## config.mk

```make
export PLATFORM = sky130hd
export DESIGN_NAME = fifo_uart_tx
export DESIGN_NICKNAME = d
export VERILOG_FILES = /design/src/rtl/uart_pkg.sv /design/src/rtl/uart_bit_timer.sv /design/src/rtl/fifo_uart_tx.sv
export SDC_FILE = /design/constraint.sdc
export NUM_CORES = 1
export LEC_CHECK = 0
export ABC_AREA = 1
export BUFFER_PORTS_ARGS = -buffer_cell sky130_fd_sc_hd__buf_4
export CAP_MARGIN = 10
export CORE_MARGIN = 4
export CORE_UTILIZATION = 40
export CTS_BUF_LIST = sky130_fd_sc_hd__clkbuf_2
export CTS_CLUSTER_DIAMETER = 60
export DETAILED_ROUTE_END_ITERATION = 10
export PLACE_DENSITY = 0.53
export SETUP_SLACK_MARGIN = 0.02
export SKIP_CTS_REPAIR_TIMING = 1
export SLEW_MARGIN = 0
export SYNTH_ARGS = -nofsm -noshare
export SYNTH_HDL_FRONTEND = slang
export SYNTH_SLANG_ARGS = --single-unit
```

## constraint.sdc

```tcl
create_clock -name clk -period 1.7 [get_ports clk]
set_input_delay 0.51 -clock clk [delete_from_list [all_inputs] [get_ports clk]]
set_output_delay 0.51 -clock clk [all_outputs]
set_load 0.05 [all_outputs]
```

## src/rtl/uart_pkg.sv

```systemverilog
// uart_pkg: definitions shared by the UART transmit path and the future receive path.
//   - Default timing and data-width constants.
//   - Transmit FSM state encoding, as localparam constants.
//   - Even-parity helper.
// Optional feature macro: FIFO_UART_TX_PARITY_EN
//   - When defined, the PARITY state and the parity helper are added.
package uart_pkg;

    // 100 MHz system clock / 9600 baud, rounded.
    localparam int unsigned CLKS_PER_BIT_DEF = 10417;
    localparam int unsigned DATA_W_DEF       = 8;

    typedef logic [2:0] tx_state_t;

    localparam tx_state_t IDLE   = 3'd0;
    localparam tx_state_t START  = 3'd1;
    localparam tx_state_t DATA   = 3'd2;
`ifdef FIFO_UART_TX_PARITY_EN
    localparam tx_state_t PARITY = 3'd3;
`endif
    localparam tx_state_t STOP   = 3'd4;

`ifdef FIFO_UART_TX_PARITY_EN
    // Even parity: the parity bit makes the total count of ones even.
    function automatic logic even_parity(input logic [DATA_W_DEF-1:0] data);
        return ^data;
    endfunction
`endif

endpackage

```

## src/rtl/uart_bit_timer.sv

```systemverilog
// uart_bit_timer: per-bit clock counter for UART framing.
// Ports:
//   clk      in   system clock, rising edge
//   rst      in   asynchronous active-low reset
//   restart  in   holds the counter at 0 on the next clock
//   count    out  current count, 0 .. CLKS_PER_BIT-1
//   bit_end  out  high on the last clock of a bit (count == CLKS_PER_BIT-1)
// The counter wraps to 0 after bit_end, so each bit starts at count 0 with no
// free-running offset carried between bits.
module uart_bit_timer
    import uart_pkg::*;
#(
    parameter int unsigned CLKS_PER_BIT = CLKS_PER_BIT_DEF,
    localparam int unsigned CNT_W = (CLKS_PER_BIT > 1) ? $clog2(CLKS_PER_BIT) : 1
) (
    input  logic             clk,
    input  logic             rst,
    input  logic             restart,
    output logic [CNT_W-1:0] count,
    output logic             bit_end
);

    localparam logic [CNT_W-1:0] LAST_CNT = CNT_W'(CLKS_PER_BIT - 1);

    logic [CNT_W-1:0] count_nxt;

    assign bit_end = (count == LAST_CNT);

    always_comb begin
        count_nxt = count + CNT_W'(1);
        if (restart || bit_end) begin
            count_nxt = '0;
        end
    end

    always_ff @(posedge clk or negedge rst) begin
        if (!rst) begin
            count <= '0;
        end else begin
            count <= count_nxt;
        end
    end

endmodule

```

## src/rtl/fifo_uart_tx.sv

```systemverilog
// fifo_uart_tx: drains a show-ahead byte FIFO onto a UART tx line.
// Ports:
//   clk         in   system clock, rising edge
//   rst         in   asynchronous active-low reset
//   fifo_empty  in   FIFO empty flag
//   fifo_rdata  in   FIFO head data, valid while fifo_empty = 0
//   fifo_pop    out  one-cycle pop strobe (combinational, only in IDLE)
//   tx          out  registered serial line, idle high
//   tx_busy     out  high from the pop edge to the end of the stop bit
//   tx_done     out  one-cycle pulse on the last clock of the stop bit
// Frame: start bit, DATA_W data bits LSB first, [parity bit,] stop bit.
// Optional feature macro: FIFO_UART_TX_PARITY_EN (adds an even parity bit).
module fifo_uart_tx
    import uart_pkg::*;
#(
    parameter int unsigned CLKS_PER_BIT = CLKS_PER_BIT_DEF,
    parameter int unsigned DATA_W       = DATA_W_DEF
) (
    input  logic              clk,
    input  logic              rst,
    input  logic              fifo_empty,
    input  logic [DATA_W-1:0] fifo_rdata,
    output logic              fifo_pop,
    output logic              tx,
    output logic              tx_busy,
    output logic              tx_done
);

    localparam int unsigned CNT_W = (CLKS_PER_BIT > 1) ? $clog2(CLKS_PER_BIT) : 1;
    localparam int unsigned BIT_W = (DATA_W > 1) ? $clog2(DATA_W) : 1;

    // tx_done is registered, so it is set one clock before the stop bit's last clock.
    localparam logic [CNT_W-1:0] DONE_CNT = CNT_W'(CLKS_PER_BIT - 2);
    localparam logic [BIT_W-1:0] LAST_BIT = BIT_W'(DATA_W - 1);

    tx_state_t         state, state_nxt;
    logic [DATA_W-1:0] shift_reg, shift_nxt;
    logic [BIT_W-1:0]  bit_idx, bit_idx_nxt;
    logic              tx_nxt;
    logic              busy_nxt;
    logic              done_nxt;
`ifdef FIFO_UART_TX_PARITY_EN
    logic              parity_bit, parity_nxt;
`endif

    logic [CNT_W-1:0]  clk_cnt;
    logic              bit_end;

    // Held at 0 while idle so the start bit gets a full CLKS_PER_BIT clocks.
    uart_bit_timer #(
        .CLKS_PER_BIT (CLKS_PER_BIT)
    ) u_bit_timer (
        .clk     (clk),
        .rst     (rst),
        .restart (state == IDLE),
        .count   (clk_cnt),
        .bit_end (bit_end)
    );

    // Gated by rst so no pop can escape while the transmitter is held in reset.
    assign fifo_pop = rst && (state == IDLE) && !fifo_empty;

    always_comb begin
        state_nxt   = state;
        shift_nxt   = shift_reg;
        bit_idx_nxt = bit_idx;
        tx_nxt      = tx;
        busy_nxt    = tx_busy;
        done_nxt    = 1'b0;
`ifdef FIFO_UART_TX_PARITY_EN
        parity_nxt  = parity_bit;
`endif

        case (state)
            IDLE: begin
                if (fifo_pop) begin
                    // Data is captured only here; later FIFO changes cannot alter this frame.
                    shift_nxt   = fifo_rdata;
                    bit_idx_nxt = '0;
                    tx_nxt      = 1'b0;
                    busy_nxt    = 1'b1;
                    state_nxt   = START;
`ifdef FIFO_UART_TX_PARITY_EN
                    parity_nxt  = even_parity(fifo_rdata);
`endif
                end
            end

            START: begin
                if (bit_end) begin
                    tx_nxt      = shift_reg[0];
                    bit_idx_nxt = '0;
                    state_nxt   = DATA;
                end
            end

            DATA: begin
                if (bit_end) begin
                    if (bit_idx == LAST_BIT) begin
`ifdef FIFO_UART_TX_PARITY_EN
                        tx_nxt    = parity_bit;
                        state_nxt = PARITY;
`else
                        tx_nxt    = 1'b1;
                        state_nxt = STOP;
`endif
                    end else begin
                        // Next bit is shift_reg[1], which becomes bit 0 after the shift.
                        shift_nxt   = {1'b0, shift_reg[DATA_W-1:1]};
                        tx_nxt      = shift_reg[1];
                        bit_idx_nxt = bit_idx + BIT_W'(1);
                    end
                end
            end

`ifdef FIFO_UART_TX_PARITY_EN
            PARITY: begin
                if (bit_end) begin
                    tx_nxt    = 1'b1;
                    state_nxt = STOP;
                end
            end
`endif

            STOP: begin
                if (clk_cnt == DONE_CNT) begin
                    done_nxt = 1'b1;
                end
                if (bit_end) begin
                    busy_nxt  = 1'b0;
                    state_nxt = IDLE;
                end
            end

            default: begin
                tx_nxt    = 1'b1;
                busy_nxt  = 1'b0;
                state_nxt = IDLE;
            end
        endcase
    end

    always_ff @(posedge clk or negedge rst) begin
        if (!rst) begin
            state      <= IDLE;
            shift_reg  <= '0;
            bit_idx    <= '0;
            tx         <= 1'b1;
            tx_busy    <= 1'b0;
            tx_done    <= 1'b0;
`ifdef FIFO_UART_TX_PARITY_EN
            parity_bit <= 1'b0;
`endif
        end else begin
            state      <= state_nxt;
            shift_reg  <= shift_nxt;
            bit_idx    <= bit_idx_nxt;
            tx         <= tx_nxt;
            tx_busy    <= busy_nxt;
            tx_done    <= done_nxt;
`ifdef FIFO_UART_TX_PARITY_EN
            parity_bit <= parity_nxt;
`endif
        end
    end

endmodule

```

**Yosys cells after proc, flatten, opt, wreduce, memory -nomap -nowiden**

Cells that the tools add are included.

- $add $sub $neg: 2
- Multiply operators: 0
- Div/mod/pow operators: 0
- Magnitude comparators: 0
- Equality and inequality tests: 12
- Shift operators: 0
- Multiplexer cells: 25
- Bitwise operators: 2
- Reduce and logical (&&, ||, !) cells: 13

Operators with widths:

| cell | count |
|---|---|
| $eq 14x14->1 const B | 2 |
| $mux 3 | 8 |
| $mux 8 | 3 |
| $pmux 8 s2 | 1 |
| $add 14x1->14 const B | 1 |
| $mux 14 | 1 |
| $pmux 3 s4 | 1 |
| $reduce_and 5->1 | 2 |
| $pmux 3 s3 | 1 |
| $mux 1 | 8 |
| $reduce_and 4->1 | 2 |
| $eq 3x3->1 const B | 2 |
| $ne 2x1->1 const B | 3 |
| $ne 2x2->1 const B | 3 |
| $pmux 1 s4 | 1 |
| $add 3x1->3 const B | 1 |
| $eq 3x1->1 const B | 1 |
| $eq 3x2->1 const B | 1 |
| $logic_not 3->1 | 1 |
| $pmux 1 s3 | 1 |
| $reduce_and 3->1 | 1 |
| $reduce_bool 3->1 | 1 |
| $logic_and 1x1->1 | 2 |
| $not 1->1 | 2 |
| 4 further kinds | 4 |

- Register bits after elaboration: 31
- Latch bits: 0
- RAM bits: 0
- Memory bits (read-only): 0
- Input port bits: 11
- Output and inout bits: 4
- Logic and storage cells: 61
- Memories: 0

**Longest topological paths before layout**

- Depth after elaboration: 5
- Mapped depth: 10
- Depth with buffers taken out: 10

**Cells and area by module**

A second synthesis with hierarchy kept.

- Cells, all modules: 265
- Area, all modules: 2009.4 um^2

Modules (own cells, without submodules):

| module | instances | cells each | area an instance (um^2) | seq. area each (um^2) |
|---|---|---|---|---|
| fifo_uart_tx | 1 | 148 | 1107.3 | 426.7 |
| uart_bit_timer | 1 | 117 | 902.1 | 350.3 |

**Least setup slack after synthesis**

OpenSTA, ideal clock, no wires.

- Kind: register to output
- From: register state[2]
- To: output fifo_pop
- Data arrival time: 1356 ps
- Data required time: 1190 ps
- Slack: -166 ps
- Cell stages (with the launch flop): 4
- Cells stage by stage: dfrtp_1 -> inv_1 -> nand3_1 -> nor2_1

- Longest elaborated chain between the ends: 3

RTL lines:

| element | line | text |
|---|---|---|
| start, declared | fifo_uart_tx.sv:36 | `tx_state_t state, state_nxt;` |
| start signal, assigned | fifo_uart_tx.sv:155 | `state <= state_nxt;` |
| $logic_not 3->1 | fifo_uart_tx.sv:61 | `assign fifo_pop = rst && (state == IDLE) && !fifo_empty;` |
| $logic_and 1x1->1 (2 in a row) | fifo_uart_tx.sv:61 |  |
| end, declared | fifo_uart_tx.sv:23 | `output logic fifo_pop,` |

No other way between the ends.

**Worst setup path after layout**

- From: register state[1]
- To: output fifo_pop

The elaborated chain is that of the path after synthesis.

==> flow_summary.ini <==
[route]
initialDrtViolationCount = 58
dr.pass1.iters = 4
vias_per_cell = 4.833
drt-total-wl_mm = 3.673
via_count = 1479
wl_per_cell_um = 12.00
ant_nets = 0
drc = 0

[final_layout]
finalNetCount = 270
layout-drive-gt1-share = 0.2539
final_cell_mix = 76 x nand2_1, 30 x dfrtp_1, 26 x buf_4, 21 x nor2_1, 18 x inv_1
post-route-util = 0.5082
n_antenna_cell = 0
largest_register_ffs = 14
syn2layout_area_growth_pct = 20.82
final_common_cell = nand2_1

[critical_path]
r2r-end = shift_reg[3]$_DFFE_PN0P_
critPathMaxFanout = 3
worst_setup_path_end_kind = output pin
rrSetupSlack_ps = 110
worst_setup_path_start_kind = flip-flop
slowest_delay_ps = 430
worstPathCellList = inv_2, nand3_4, nor2_4, buf_6
crit_type = reg -> out
arrival_ps = 1270
r2r_cells = 10
critical-path-slowest-cell = dfrtp_1
crit_required_ps = 1190
r2r-start = bit_idx[0]$_DFFE_PN0P_

[pwr]
total_power_mw = 1.144
power.density_nw_per_um2 = 554.7
p_leak_nw = 1.056
pwr-share-clk = 0.308
switching_power_uw = 283.9
swShare = 0.2482
p_seq_frac = 0.647
combPwrFrac = 0.045
ir_drop_v = 0.0003618
power.internal_uw = 859.9

[global_route]
grt_max_degree = 32
grt_pass1_vias = 1465
track_usage = 0.1540
grt_pass1_wl_mm = 6.423
overflow = 0
antenna_found_initial = 0

[sta]
min_period_ps = 1784
rsz0062_at_grt = yes
worst_pin_slew_ps = 394.1
setup_viol = 1
hold_viol = 0
finalWorstSetupSlack_ps = -84.46
holdWs_ps = 145.0
finalMaxSlewViolations = 0
relSlewSlack = 0.7373
skew_ps = 11.44
fmax_mhz = 560.4
fin_crit_sh = 1.050

[yosys]
yosys-top-cells-area = dfrtp_1 44%, nand2_1 17%, nor2_1 5.1%
seq_area_frac_synth = 0.4553
avgSynthCellArea_um2 = 7.688
syn_nets = 237
yosys_register_bits = 31
synth_top_cell_area_share = 0.4399
netlist_instances = 222
yosysUniqueCellTypes = 31
synth_top_area_cell = dfrtp_1
syn-cell-area_um2 = 1707
yosysWarnings = 0

[floorplan]
start_util = 0.4206
ios = 15
fp-row-count = 23
core_um2 = 4058
die_area_um2 = 5376
fp.dieH_um = 73.32
die_w_um = 73.32

[clocking]
clock_latency_ps = 370
h-tree-depth = 2
path_clk_slew_ps = 160
cts_num_sinks = 31
tritoncts = done
cts_buffers = 5
cts_root_buf = clkbuf_2
clock_path_buffers = 2

[status]
failed_checks = setup timing
status = finished, violations left

[flow_run]
cap_violations = 0

[placement]
io_buffer_count = 14
gp_congestion = 0.8301
hpwl_mm = 2.600

[hold_path]
hold_path.class = in -> async
through the flow:
step / cell area, um2 / cells / setup slack, ps / TNS [ps]
6_report: 2062 / 306 / -84.46 / -84.46
3_3_place_gp: 1909 / 290 / 99.72 / 0
5_1_grt: 2062 / 306 / -188.3 / -188.3
4_1_cts: 1947 / 298 / -265.8 / -265.8
3_5_place_dp: 1909 / 290 / 63.73 / 0
2_1_floorplan: 1709 / 222 / 58.73 / 0
cells in the mapped netlist:
| master | count |
|---|---|
| o211ai_1 | 1 |
| nand3_1 | 17 |
| nand2_1 | 78 |
| or2_1 | 1 |
| inv_1 | 20 |
| nor3_4 | 1 |
| nor3b_1 | 3 |
| nor2_2 | 1 |
| dfrtp_1 | 30 |
| o21bai_1 | 1 |
| nand4_1 | 4 |
| buf_2 | 1 |
| nand3b_1 | 1 |
| nor3_1 | 2 |
| nand4_2 | 1 |
| nor2_1 | 23 |
| nand2_2 | 2 |
| buf_4 | 2 |
| nor4_1 | 1 |
| ha_1 | 4 |
| o21ai_2 | 1 |
| or2_0 | 1 |
| nor2_4 | 1 |
| o21ai_0 | 1 |
| o21ai_1 | 4 |
| nor3_2 | 1 |
| nand2_4 | 4 |
| a21oi_1 | 5 |
| inv_2 | 6 |
| xor2_1 | 3 |
| dfstp_2 | 1 |
critical path: cells and delay by family (launching register included):
kind	cells	cell delay, ps
buf+inv	2	260
simple gates	2	210
flops	1	430
layout make-up:
class / instances / area (um2)
flip-flops and latches: 31 / 777.0
fillers: 406 / 1996
multi-input cells: 162 / 858.3
clock inverters: 2 / 7.507
inverters: 26 / 97.59
well taps: 50 / 62.56
clock buffers: 6 / 30.03
repair buffers: 29 / 229.0
logic make-up (layout without fill, tap and decap cells):
| kind of cell | Yosys count | count (layout) | synth area share |
|---|---|---|---|
| AOI/OAI and AO/OA | 13 | 13 | 0.04325 |
| DFF | 31 | 31 | 0.4553 |
| adders and majority gates | 4 | 4 | 0.02933 |
| and+or+nand+nor | 142 | 142 | 0.3878 |
| xor gates and xnor gates | 3 | 3 | 0.01540 |
| buffers and inverters | 29 | 63 | 0.06891 |
worst max-delay path by stage:
stage / startpoint / endpoint / slack [ps] / cells past startpoint
2_1_floorplan: state[2]$_DFFE_PN0P_ / fifo_pop / 60 / 3
3_3_place_gp: bit_idx[0]$_DFFE_PN0P_ / shift_reg[2]$_DFFE_PN0P_ / 100 / 10
6_report: state[1]$_DFFE_PN0P_ / fifo_pop / -80 / 4
3_5_place_dp: bit_idx[0]$_DFFE_PN0P_ / shift_reg[3]$_DFFE_PN0P_ / 60 / 10
5_1_grt: state[2]$_DFFE_PN0P_ / fifo_pop / -190 / 4
4_1_cts: state[0]$_DFFE_PN0P_ / fifo_pop / -270 / 4
power groups by stage:
stage	clock network (mW)	logic [mW]	registers, mW
global placement	0	0.0522	0.753
CTS	0.373	0.0532	0.740
finish	0.352	0.0518	0.740
floorplan	0	0.00988	0.758
detailed placement	0	0.0531	0.753
global route	0.414	0.0601	0.740
metal layers:
metal	global-route usage	up-vias	routed length (um)
met2	0.2413	25	1703
met4	0.06237	0	60
met3	0.04651	6	175
li1	-	769	-
met1	0.1979	679	1734
met5	0	-	0
(Power assumes the default switching activity.)
